===== config.mk =====
export PLATFORM = sky130hd
export DESIGN_NAME = updown_counter
export DESIGN_NICKNAME = d
export VERILOG_FILES = /design/src/rtl/updown_counter.sv
export SDC_FILE = /design/constraint.sdc
export NUM_CORES = 1
export LEC_CHECK = 0
export CAP_MARGIN = 20
export CORE_MARGIN = 5
export CORE_UTILIZATION = 35
export CTS_CLUSTER_DIAMETER = 150
export DETAILED_ROUTE_END_ITERATION = 8
export MAX_ROUTING_LAYER = met4
export PLACE_DENSITY_LB_ADDON = 0.12
export SKIP_CTS_REPAIR_TIMING = 1
export SYNTH_ARGS = -nofsm -noshare
export SYNTH_HDL_FRONTEND = slang
export SYNTH_SLANG_ARGS = --single-unit
export TNS_END_PERCENT = 50

===== constraint.sdc =====
create_clock -name i_clk -period 1.72 [get_ports i_clk]
set_input_delay 0.258 -clock i_clk [delete_from_list [all_inputs] [get_ports i_clk]]
set_output_delay 0.258 -clock i_clk [all_outputs]
set_load 0.03 [all_outputs]

===== src/rtl/updown_counter.sv =====
// Up/down modulo counter: runtime limit, sync clear/load, wrap or saturate, terminal-count pulse.
// Latency: o_value/o_tc registered, one edge after inputs sampled; o_zero/o_at_limit follow o_value.
// Backpressure: none; i_en is a plain enable and the block is always ready.
//
// Ports:
//   i_clk, i_a_rst_n   clock (rising edge) and asynchronous active-low reset
//   i_clr              synchronous clear to RST_VALUE (highest priority)
//   i_load             synchronous load of min(i_load_value, limit)
//   i_en, i_dir        count enable, direction (1 = up, 0 = down)
//   i_limit            runtime terminal value, clamped to MAX_VALUE
//   o_value, o_tc      registered count and one-cycle terminal-count pulse
//   o_zero, o_at_limit flags decoded from the count register
//   o_tick             (UPDOWN_COUNTER_PRESCALER_EN only) one-cycle pulse per prescaled step
//
// Optional feature macro: UPDOWN_COUNTER_PRESCALER_EN adds parameter PRESCALE and port o_tick.
// With it, only every PRESCALE-th enabled cycle is a count step.

module updown_counter #(
    parameter int MAX_VALUE = 8,
    parameter bit SATURATE  = 1'b0,
    parameter int RST_VALUE = 0
`ifdef UPDOWN_COUNTER_PRESCALER_EN
    ,
    parameter int PRESCALE  = 4
`endif
    ,
    localparam int WIDTH    = $clog2(MAX_VALUE + 1)
) (
    input  logic             i_clk,
    input  logic             i_a_rst_n,
    input  logic             i_clr,
    input  logic             i_load,
    input  logic [WIDTH-1:0] i_load_value,
    input  logic             i_en,
    input  logic             i_dir,
    input  logic [WIDTH-1:0] i_limit,
    output logic [WIDTH-1:0] o_value,
    output logic             o_tc,
    output logic             o_zero,
    output logic             o_at_limit
`ifdef UPDOWN_COUNTER_PRESCALER_EN
    ,
    output logic             o_tick
`endif
);

    // ------------------------------------------------------------------
    // Elaboration-time parameter sanity
    // ------------------------------------------------------------------
    if (MAX_VALUE < 1) begin : g_bad_max
        $error("updown_counter: MAX_VALUE must be >= 1");
    end

    if (RST_VALUE < 0 || RST_VALUE > MAX_VALUE) begin : g_bad_rst
        $error("updown_counter: RST_VALUE must lie in 0..MAX_VALUE");
    end

    localparam logic [WIDTH-1:0] MAX_W = WIDTH'(MAX_VALUE);
    localparam logic [WIDTH-1:0] RST_W = WIDTH'(RST_VALUE);

    // ------------------------------------------------------------------
    // Effective limit, re-evaluated every cycle with no shadow register
    // ------------------------------------------------------------------
    logic [WIDTH-1:0] lim;

    assign lim = (i_limit > MAX_W) ? MAX_W : i_limit;

    // ------------------------------------------------------------------
    // Step qualification: either every enabled cycle, or one in PRESCALE
    // ------------------------------------------------------------------
    logic step;

`ifdef UPDOWN_COUNTER_PRESCALER_EN
    if (PRESCALE < 1) begin : g_bad_prescale
        $error("updown_counter: PRESCALE must be >= 1");
    end

    localparam int            PW       = (PRESCALE > 1) ? $clog2(PRESCALE) : 1;
    localparam logic [PW-1:0] PRE_LAST = PW'(PRESCALE - 1);

    logic [PW-1:0] pre_q;
    logic [PW-1:0] pre_d;
    logic          tick_q;
    logic          tick_d;

    // Clear and load restart the spacing so the first step after them is
    // always a full PRESCALE enabled cycles away.
    always_comb begin
        pre_d  = pre_q;
        tick_d = 1'b0;
        step   = 1'b0;
        if (i_clr || i_load) begin
            pre_d = '0;
        end else if (i_en) begin
            if (pre_q == PRE_LAST) begin
                pre_d  = '0;
                step   = 1'b1;
                tick_d = 1'b1;
            end else begin
                pre_d = pre_q + PW'(1);
            end
        end
    end

    always_ff @(posedge i_clk or negedge i_a_rst_n) begin
        if (!i_a_rst_n) begin
            pre_q  <= '0;
            tick_q <= 1'b0;
        end else begin
            pre_q  <= pre_d;
            tick_q <= tick_d;
        end
    end

    assign o_tick = tick_q;
`else
    assign step = i_en;
`endif

    // ------------------------------------------------------------------
    // Count next-state
    // ------------------------------------------------------------------
    logic [WIDTH-1:0] value_q;
    logic [WIDTH-1:0] value_d;
    logic             tc_q;
    logic             tc_d;

    always_comb begin
        value_d = value_q;
        tc_d    = 1'b0;
        if (i_clr) begin
            value_d = RST_W;
        end else if (i_load) begin
            value_d = (i_load_value > lim) ? lim : i_load_value;
        end else if (step) begin
            if (value_q > lim) begin
                // Limit dropped below the current count: snap onto it
                // without signalling a terminal count.
                value_d = lim;
            end else if (i_dir) begin
                if (value_q == lim) begin
                    value_d = SATURATE ? lim : '0;
                    tc_d    = 1'b1;
                end else begin
                    value_d = value_q + WIDTH'(1);
                end
            end else begin
                if (value_q == '0) begin
                    value_d = SATURATE ? '0 : lim;
                    tc_d    = 1'b1;
                end else begin
                    value_d = value_q - WIDTH'(1);
                end
            end
        end
    end

    always_ff @(posedge i_clk or negedge i_a_rst_n) begin
        if (!i_a_rst_n) begin
            value_q <= RST_W;
            tc_q    <= 1'b0;
        end else begin
            value_q <= value_d;
            tc_q    <= tc_d;
        end
    end

    // ------------------------------------------------------------------
    // Outputs
    // ------------------------------------------------------------------
    assign o_value    = value_q;
    assign o_tc       = tc_q;
    assign o_zero     = (value_q == '0);
    assign o_at_limit = (value_q == lim);

endmodule

After elaboration in Yosys (flattened, before gate mapping)
Cells that the tools add are included.

storage, ports and cells
  output and inout bits = 7
  register bits = 5

cells by class
  reductions and logical operators = 2
  order comparisons = 3
  $add $sub $neg = 2
  equal/unequal tests = 1
  multiplexer cells = 16

operator list
  operator                                           number
  two-way mux 4 bit                                  9
  > comparator 4 bit                                 2
  two-way mux 1 bit                                  7
  adder 4 x 1 -> 4 bit (second input constant)       1
  equality test 4 bit                                1
  > comparator 4 bit (second input constant)         1
  zero test 4 bit                                    1
  subtractor 4 x 1 -> 4 bit (second input constant)  1
  nonzero test 3 bit                                 1

Depth between registers and ports, before layout
Gate-level depths: netlist of the first run.

  depth after elaboration = 9
  depth in mapped cells = 8
  depth with buffers taken out = 8

Worst setup path before layout of the first run
OpenSTA, ideal clock, no wires.

  path type = reg2reg
  start point = register value_q[0], in the netlist o_value[0]
  end point = register value_q[1], in the netlist o_value[1]
  data arrival time = 2.202 ns
  clock period less this slack = 2.288 ns
  cell stages (with the launch flop) = 8
  slack = -0.568 ns
  setup time = 0.086 ns
  required time = 1.634 ns
  path through = dfrtp_1 > inv_1 > ha_1 > nand4_1 > inv_1 > a21oi_1 > or4_1 > a32oi_1

between the ends
  word-level cells in the longest chain between the ends = 7
  elaborated cells on any way between the ends = 12
  those cells by class = 2 x add/sub; 1 x order compare; 1 x eq/ne; 7 x mux; 1 x reduce/logical

ends and longest elaborated chain
  element                   RTL line  source
  start: declaration        123       logic [WIDTH-1:0] value_q;
  start signal: assignment  163       value_q <= value_d;
  equality test 4 bit       -
  net o_at_limit            40        output logic o_at_limit
  two-way mux 4 bit         141       if (value_q == lim) begin
  two-way mux 4 bit         140       end else if (i_dir) begin
  two-way mux 4 bit         136       if (value_q > lim) begin
  two-way mux 4 bit         135       end else if (step) begin
  two-way mux 4 bit         133       end else if (i_load) begin
  two-way mux 4 bit         131       if (i_clr) begin

The timed path passes the listed nets, and every way through them passes these cells. The select of a mux whose other input is x is not followed.
A chain may end at the register's enable or synchronous reset.

Final worst setup path of the first run
  start point = register value_q[1], in the netlist o_value[1]
  end point = register value_q[1], in the netlist o_value[1]

between the ends
  word-level cells in the longest chain between the ends = 7
  elaborated cells on any way between the ends = 12
  those cells by class = 2 x add/sub; 1 x order compare; 1 x eq/ne; 7 x mux; 1 x reduce/logical

ends and longest elaborated chain
  element                                            RTL line  source
  subtractor 4 x 1 -> 4 bit (tied with other cells)  152       value_d = value_q - WIDTH'(1);
  two-way mux 4 bit (on tied branches)               148, 141
  two-way mux 4 bit                                  140
  two-way mux 4 bit (*)                              136
  two-way mux 4 bit (*)                              135
  two-way mux 4 bit (*)                              133
  two-way mux 4 bit (*)                              131

Mark *: on every way between the ends. The rest lies on a longest branch, timed or not. The select of a mux whose other input is x is not followed.

==> key figures, run 1 <==
Routing
  • Iter 0 DRT Violations: 11
  • DRT Pass-1 Iters: 4
  • Vias: 910
  • Routed Antenna Nets: 0
  • Vias per cell: 5.23
  • DR WL/cell: around 15 um
  • WL final: 2.63 mm
  • DRC: 0

Worst setup path
  • Worst setup startpoint: o_value[1]$_DFFE_PN0P_
  • Reg-to-reg slack, setup: -300 ps
  • Worst path required time: 1870 ps
  • Worst flop-to-flop path endpoint: o_value[1]$_DFFE_PN0P_
  • Crit start category: flop
  • Critical path class: flop to flop
  • Reg2reg path depth: 6
  • Worst r2r src: o_value[1]$_DFFE_PN0P_
  • Worst-path fanout max: 3
  • Crit end category: flop
  • Crit path DAT: 2170 ps

STA
  • Worst setup margin: -297 ps
  • Highest Clock Rate: 496 MHz
  • RSZ-0062 raised after global routing: true
  • Crit path time final: around 2000 ps
  • Final hold violations: 0
  • Worst-Margin Slew: 343 ps
  • WHS: around 250 ps
  • Setup TNS: -720 ps
  • Final Setup Violations: 5
  • Final period utilization: 117%
  • Slew HR: 76.9%
  • Max Slew Vio Count: 0
  • Clk_skew: around 6.0 ps

Synthesis
  • Synth Flop Type: dfrtp_1
  • Synth top area cells: dfrtp_1 (17%), ha_1 (17%), nor2b_1 (5.9%)
  • Net count after synthesis: 118
  • Syn Inst Count: 94
  • Share of the synthesized area in the top cell type: ~17%
  • Cell taking the most area after synthesis: dfrtp_1
  • Ys async rst share: 100%
  • Yosys cell types: 33
  • Number of synthesized flops with an enable pin: 0
  • Seq/Total Area, Yosys: 16.8%
  • Post-Syn Area: 743 sq um
  • Avg Synthesized Cell Area: 7.91 sq um
  • Yosys reg bits: 5
  • YS warnings: 0

Floorplan
  • Starting Density: 37.1%
  • Die X: 56.1 um
  • Num ports: 21
  • FP Rows: 16
  • Core area: 2000 sq um
  • DIE AREA: 3140 sq um
  • Die Y-Extent: about 56 um

Place
  • I/O Buffers: 20
  • Post-placement cell area: 1170 sq um
  • Post-DP HPWL: 1.96 mm
  • RD Place Congestion: 0.885

Global routing
  • GRT Resource Usage Total: around 15%
  • First-pass GRT wire length: between 3 and 4 mm
  • Pin count of the biggest net entering global routing: 11
  • Number of global-route vias before repair: just under 900
  • Initial antenna violation count: 0
  • Total grt overflow: 0

Pwr
  • Power Density: about 700 nW/um^2
  • Net switching power: 0.415 mW
  • Tot Pwr: a little over 1 mW
  • Flop pwr share: between 10% and 20%
  • Clk pwr share: 13.6%
  • Pint: 0.597 mW
  • Leakage: 0.687 nW
  • Sw frac: between 40% and 50%
  • Peak VDD IR: between 0.3 and 0.4 mV
  • Logic pwr share: 71.0%

Layout
  • Layout net count: ~170
  • Share of layout cells above drive strength 1: 45.6%
  • Final instance area: 1400 sq um
  • Antenna diodes: 0
  • Area Overhead vs Synth: 88.7%

Clock tree
  • Worst skew pair latency: 240 ps
  • Root buf cell: clkbuf_4
  • H-tree levels: 1
  • CTS clk-pin slew, worst paths: 50 ps
  • CTS tree: done
  • Worst-case clock buffer depth: 2
  • TritonCTS Buffers: 3
  • Clk sinks: 5

Run status
  • Failing checks: negative setup slack
  • Status: finished with violations

Hold path
  • Min-delay worst type: input port to async pin

Run
  • Max-cap viol count: 0
sequential cells by signal, summed over array words and instances (netlist names):
name / flops
o_tc: 1
o_value: 4
kinds of logic (layout without fill, tap and decap cells):
kind of cell | Yosys count | after routing | synth area share [%]
buffers and inverters | 13 | 66 | 7.58
muxes | 4 | 4 | 5.56
xor gates and xnor gates | 1 | 1 | 1.18
AOI/OAI and AO/OA | 25 | 25 | 22.9
DFF | 5 | 5 | 16.8
and+or+nand+nor | 36 | 36 | 29.1
adders and majority gates | 10 | 10 | 16.8
metrics by stage:
stage	std cells	worst slack [ps]	utilization, %
after floorplan	94	-331	-
after detailed placement	163	-768	58.5
after global routing	174	-366	70.1
after CTS	167	-521	59.8
after global placement	163	-716	58.5
final	174	-297	70.1
worst max-delay path by stage:
| stage | slack (ps) | to |
|---|---|---|
| after floorplan | -330 | o_value[1]$_DFFE_PN0P_ |
| after global placement | -720 | o_value[1]$_DFFE_PN0P_ |
| after detailed placement | -770 | o_value[1]$_DFFE_PN0P_ |
| after CTS | -520 | o_value[1]$_DFFE_PN0P_ |
| after global routing | -370 | o_value[1]$_DFFE_PN0P_ |
| final | -300 | o_value[1]$_DFFE_PN0P_ |
layer usage:
| layer | global-route usage (%) | share of wire, % |
|---|---|---|
| met1 | 18.4 | 42 |
| met2 | 25.9 | 53 |
| met3 | 1.16 | 3.0 |
| met4 | 5.42 | 2.0 |
| met5 | - | 0 |
cells in the final DEF (no fill, tap or decap), types with 4 or more instances in the layout:
| cell type | count |
|---|---|
| nor2b_1 | 4 |
| buf_6 | 4 |
| nor3_1 | 4 |
| inv_1 | 5 |
| ha_4 | 4 |
| o211ai_1 | 4 |
| buf_4 | 31 |
| ha_1 | 6 |
| nor2_1 | 8 |
| clkdlybuf4s50_1 | 10 |
| dfrtp_2 | 4 |
| dlymetal6s2s_1 | 7 |
critical path, stage by stage (launching register included):
cell      delay [ps]
dfrtp_2          430
ha_4             280
nor2b_4          120
o211ai_1         160
a21o_1           240
or4_1            500
a32oi_1          210
power groups by stage:
stage | clock network [mW] | registers, mW | logic (mW)
after floorplan | 0 | 0.191 | 0.276
after global placement | 0 | 0.154 | 0.577
after detailed placement | 0 | 0.154 | 0.582
after CTS | 0.140 | 0.152 | 0.584
after global routing | 0.151 | 0.157 | 0.776
final | 0.137 | 0.156 | 0.718
area by class of cell:
cell class,count,area (sq um)
Clock buffer,4,26.3
Fill cell,160,599
Inverter,9,38.8
Multi-Input combinational cell,76,703
Sequential cell,5,130
Tap cell,27,33.8
Timing Repair Buffer,53,470
synth_stat cells (4+ instances only):
cell / n
inv_1: 9
nor3_1: 4
nor2b_1: 7
nor2_1: 8
dfrtp_1: 5
o211ai_1: 4
a21oi_1: 7
ha_1: 10
Power figures use the tool's default switching activity.
==> run 2, diff against run 1 <==
PLACE_DENSITY = 0.64   (was default)
PLACE_DENSITY_LB_ADDON = default   (was 0.12)
clock period = 2.1 ns   (was 1.72 ns; I/O delays follow)
==> run 2 against run 1 <==
- clock skew barely moved
- worst hold slack better by 45 ps
- the run still ends with negative setup slack left
- non-clock buffer count fell by 11
- cell count down 6.3%
- critical endpoint unchanged
- critical path type is now input port to flop
- via count is 2.2% lower
- largest power group unchanged
==> key figures, run 2 (same netlist as run 1, synthesis figures left out) <==
Run status
  • Status: finished with violations
  • Failing checks: negative setup slack

Layout
  • Commonest non-fill, non-tap cell in the layout: buf_4
  • Antenna diodes: 0 (unchanged)
  • Fillers: 178 (+11%)
  • Commonest non-fill, non-tap cells in the layout: buf_4 (20), clkdlybuf4s50_1 (15), nor2_1 (8)
  • Fin util: 64.8% (-5.3 points)
  • Register Area: 129 sq um (-0.96%)
  • Area Overhead vs Synth: 74.6%
  • Area of the multi-input gates: 691 sq um (-1.8%)
  • Layout net count: 161 (-6.4%)
  • Max FFs per register: 4 (unchanged)
  • Share of layout cells above drive strength 1: 39.7% (-5.9 points)

Pwr
  • Leakage: 0.586 nW (-15%)
  • Power Density: 586 nW/um^2 (-19%)
  • Sw frac: 42.6% (+1.6 points)
  • Logic pwr share: 67.3% (-3.7 points)
  • Pint: 0.437 mW (-27%)
  • Flop pwr share: 17.4% (+2.0 points)
  • Clk pwr share: 15.3% (+1.7 points)
  • Peak VDD IR: 0.346 mV (-2.0%)
  • Net switching power: 0.324 mW (-22%)

Worst setup path
  • Worst r2r src: o_value[1]$_DFFE_PN0P_
  • Worst-path fanout max: 3 (unchanged)
  • Worst path required time: 2260 ps (+390 ps)
  • Crit end category: flop
  • Slowest CP cell: or4_1
  • CP peak stage delay: 470 ps (-30 ps)
  • Reg-to-reg slack, setup: 10 ps (+310 ps)
  • Worst flop-to-flop path endpoint: o_value[1]$_DFFE_PN0P_
  • Crit start category: input port
  • CP Cell Sequence: clkdlybuf4s50_1 -> nor2b_2 -> ha_1 -> nor2b_1 -> o211ai_1 -> a21oi_2 -> or4_1 -> a32oi_1
  • Reg2reg path depth: 6 (unchanged)
  • Crit path DAT: 2270 ps (+100 ps)
  • Kind of cell adding the most delay to the critical path: compound AO/OA/AOI/OAI gates
  • Buf+Inv Stages, Crit Path: 1 (+1)
  • Critical path class: input port to flop

STA
  • RSZ-0062 raised after global routing: true
  • Final period utilization: 101%
  • Max Slew Vio Count: 0 (unchanged)
  • Final Setup Violations: 1 (-4)
  • Crit path time final: 2120 ps
  • Worst setup margin: -15.8 ps (+281 ps)
  • Highest Clock Rate: around 470 MHz
  • Slew HR: 74.9% (-2.0 points)
  • Worst-Margin Slew: 375 ps (+32.6 ps)
  • Clk_skew: 5.81 ps (-0.186 ps)
  • Final hold violations: 0 (unchanged)

Run
  • Max-cap viol count: 0 (unchanged)

Routing
  • WL final: 2.51 mm (-4.4%)
  • Iter 0 DRT Violations: 19 (+8)
  • Vias per cell: 5.46 (+4.4%)
  • Vias: 890 (-2.2%)
  • DR WL/cell: 15.4 um (+2.0%)
  • DRT Pass-1 Iters: 4 (unchanged)
  • Routed Antenna Nets: 0 (unchanged)
  • DRC: 0 (unchanged)

Floorplan
  • FP Rows: 16 (unchanged)
  • Core area: 2000 sq um (unchanged)
  • Num ports: 21 (unchanged)
  • Die X: 56.1 um (unchanged)
  • Starting Density: 37.1% (unchanged)
  • DIE AREA: 3140 sq um (unchanged)
  • Die Y-Extent: 56.1 um (unchanged)

Global routing
  • GRT Resource Usage Total: 15.6% (+0.53 points)
  • First-pass GRT wire length: 3.76 mm (-1.6%)
  • Number of global-route vias before repair: 831 (-6.6%)
  • Pin count of the biggest net entering global routing: 11 (unchanged)
  • Total grt overflow: 0 (unchanged)
  • Initial antenna violation count: 0 (unchanged)

Place
  • Post-DP HPWL: 1.82 mm (-6.8%)
  • I/O Buffers: 20 (unchanged)
  • RD Place Congestion: 0.864 (-2.4%)
  • Dpl ws: -480 ps (+289 ps)

Hold path
  • Min-delay worst type: input port to async pin

Clock tree
  • CTS clk-pin slew, worst paths: 50 ps (about the same)
  • Worst skew pair latency: 250 ps (about the same)
  • Worst-case clock buffer depth: 2 (unchanged)
  • Clk sinks: 5 (unchanged)
  • H-tree levels: 1 (unchanged)
  • TritonCTS Buffers: 3 (unchanged)
  • CTS tree: done
  • Root buf cell: clkbuf_4
run 2: cell count changes in the layout (fill, tap and decap cells not counted), moves of 2 or more:
cell / previous run / this run
buf_4: 31 / 20
clkdlybuf4s50_1: 10 / 15
dlymetal6s2s_1: 7 / 4
inv_4: 2 / 0
run 2: worst max path at each step:
| stage | from | endpoint | slack, ps | cells after the start |
|---|---|---|---|---|
| 6_report | i_limit[0] | o_value[1]$_DFFE_PN0P_ | -20 | 8 |
| 5_1_grt | i_limit[0] | o_value[1]$_DFFE_PN0P_ | -80 | 8 |
| 4_1_cts | i_limit[3] | o_value[1]$_DFFE_PN0P_ | -230 | 9 |
| 3_5_place_dp | i_limit[3] | o_value[1]$_DFFE_PN0P_ | -480 | 9 |
| 3_3_place_gp | i_limit[3] | o_value[1]$_DFFE_PN0P_ | -400 | 9 |
| 2_1_floorplan | o_value[0]$_DFFE_PN0P_ | o_value[1]$_DFFE_PN0P_ | 3 | 7 |
run 2: layer usage:
metal  GRT usage (%)  vias to the layer above  routed length, um
li1                -                      433                  -
met1            18.3                      405                994
met4            7.46                        0                 63
met3            2.32                       12                110
met5               -                        -                  0
met2            25.9                       40               1340
run 2: cell type report:
cell class,instances,area share [%]
well taps,27,2.60
flip-flops and latches,5,9.93
clock buffers,4,2.03
repair buffers,42,29.6
inverters,9,2.60
multi-input cells,76,53.2
run 2: power by group through the flow:
stage | Sequential [mW] | Clock [mW] | Combinational (mW)
after floorplan | 0.154 | 0 | 0.221
after global placement | 0.131 | 0 | 0.426
after detailed placement | 0.130 | 0 | 0.432
after CTS | 0.129 | 0.117 | 0.438
after global routing | 0.134 | 0.122 | 0.555
final | 0.132 | 0.116 | 0.512
run 2: through the flow:
| step | hold slack (ps) | instance area [sq um] | instances | setup TNS, ps | total power, mW |
|---|---|---|---|---|---|
| after detailed placement | 557 | 1110 | 156 | -1730 | 0.563 |
| final | 296 | 1300 | 163 | -15.8 | 0.760 |
| after global routing | 301 | 1300 | 163 | -83.9 | 0.811 |
| after CTS | 294 | 1130 | 160 | -858 | 0.684 |
| after floorplan | 19.4 | 754 | 94 | 0 | 0.375 |
| after global placement | 548 | 1110 | 156 | -1540 | 0.557 |
run 2: worst reg2reg max path: cells and delay by family (launching register included):
kind,cells,cell delay [ps]
AO/OA/AOI/OAI,3,670
AND/OR/NAND/NOR,2,590
flip-flops,1,470
adder cells (fa/ha/maj),1,260
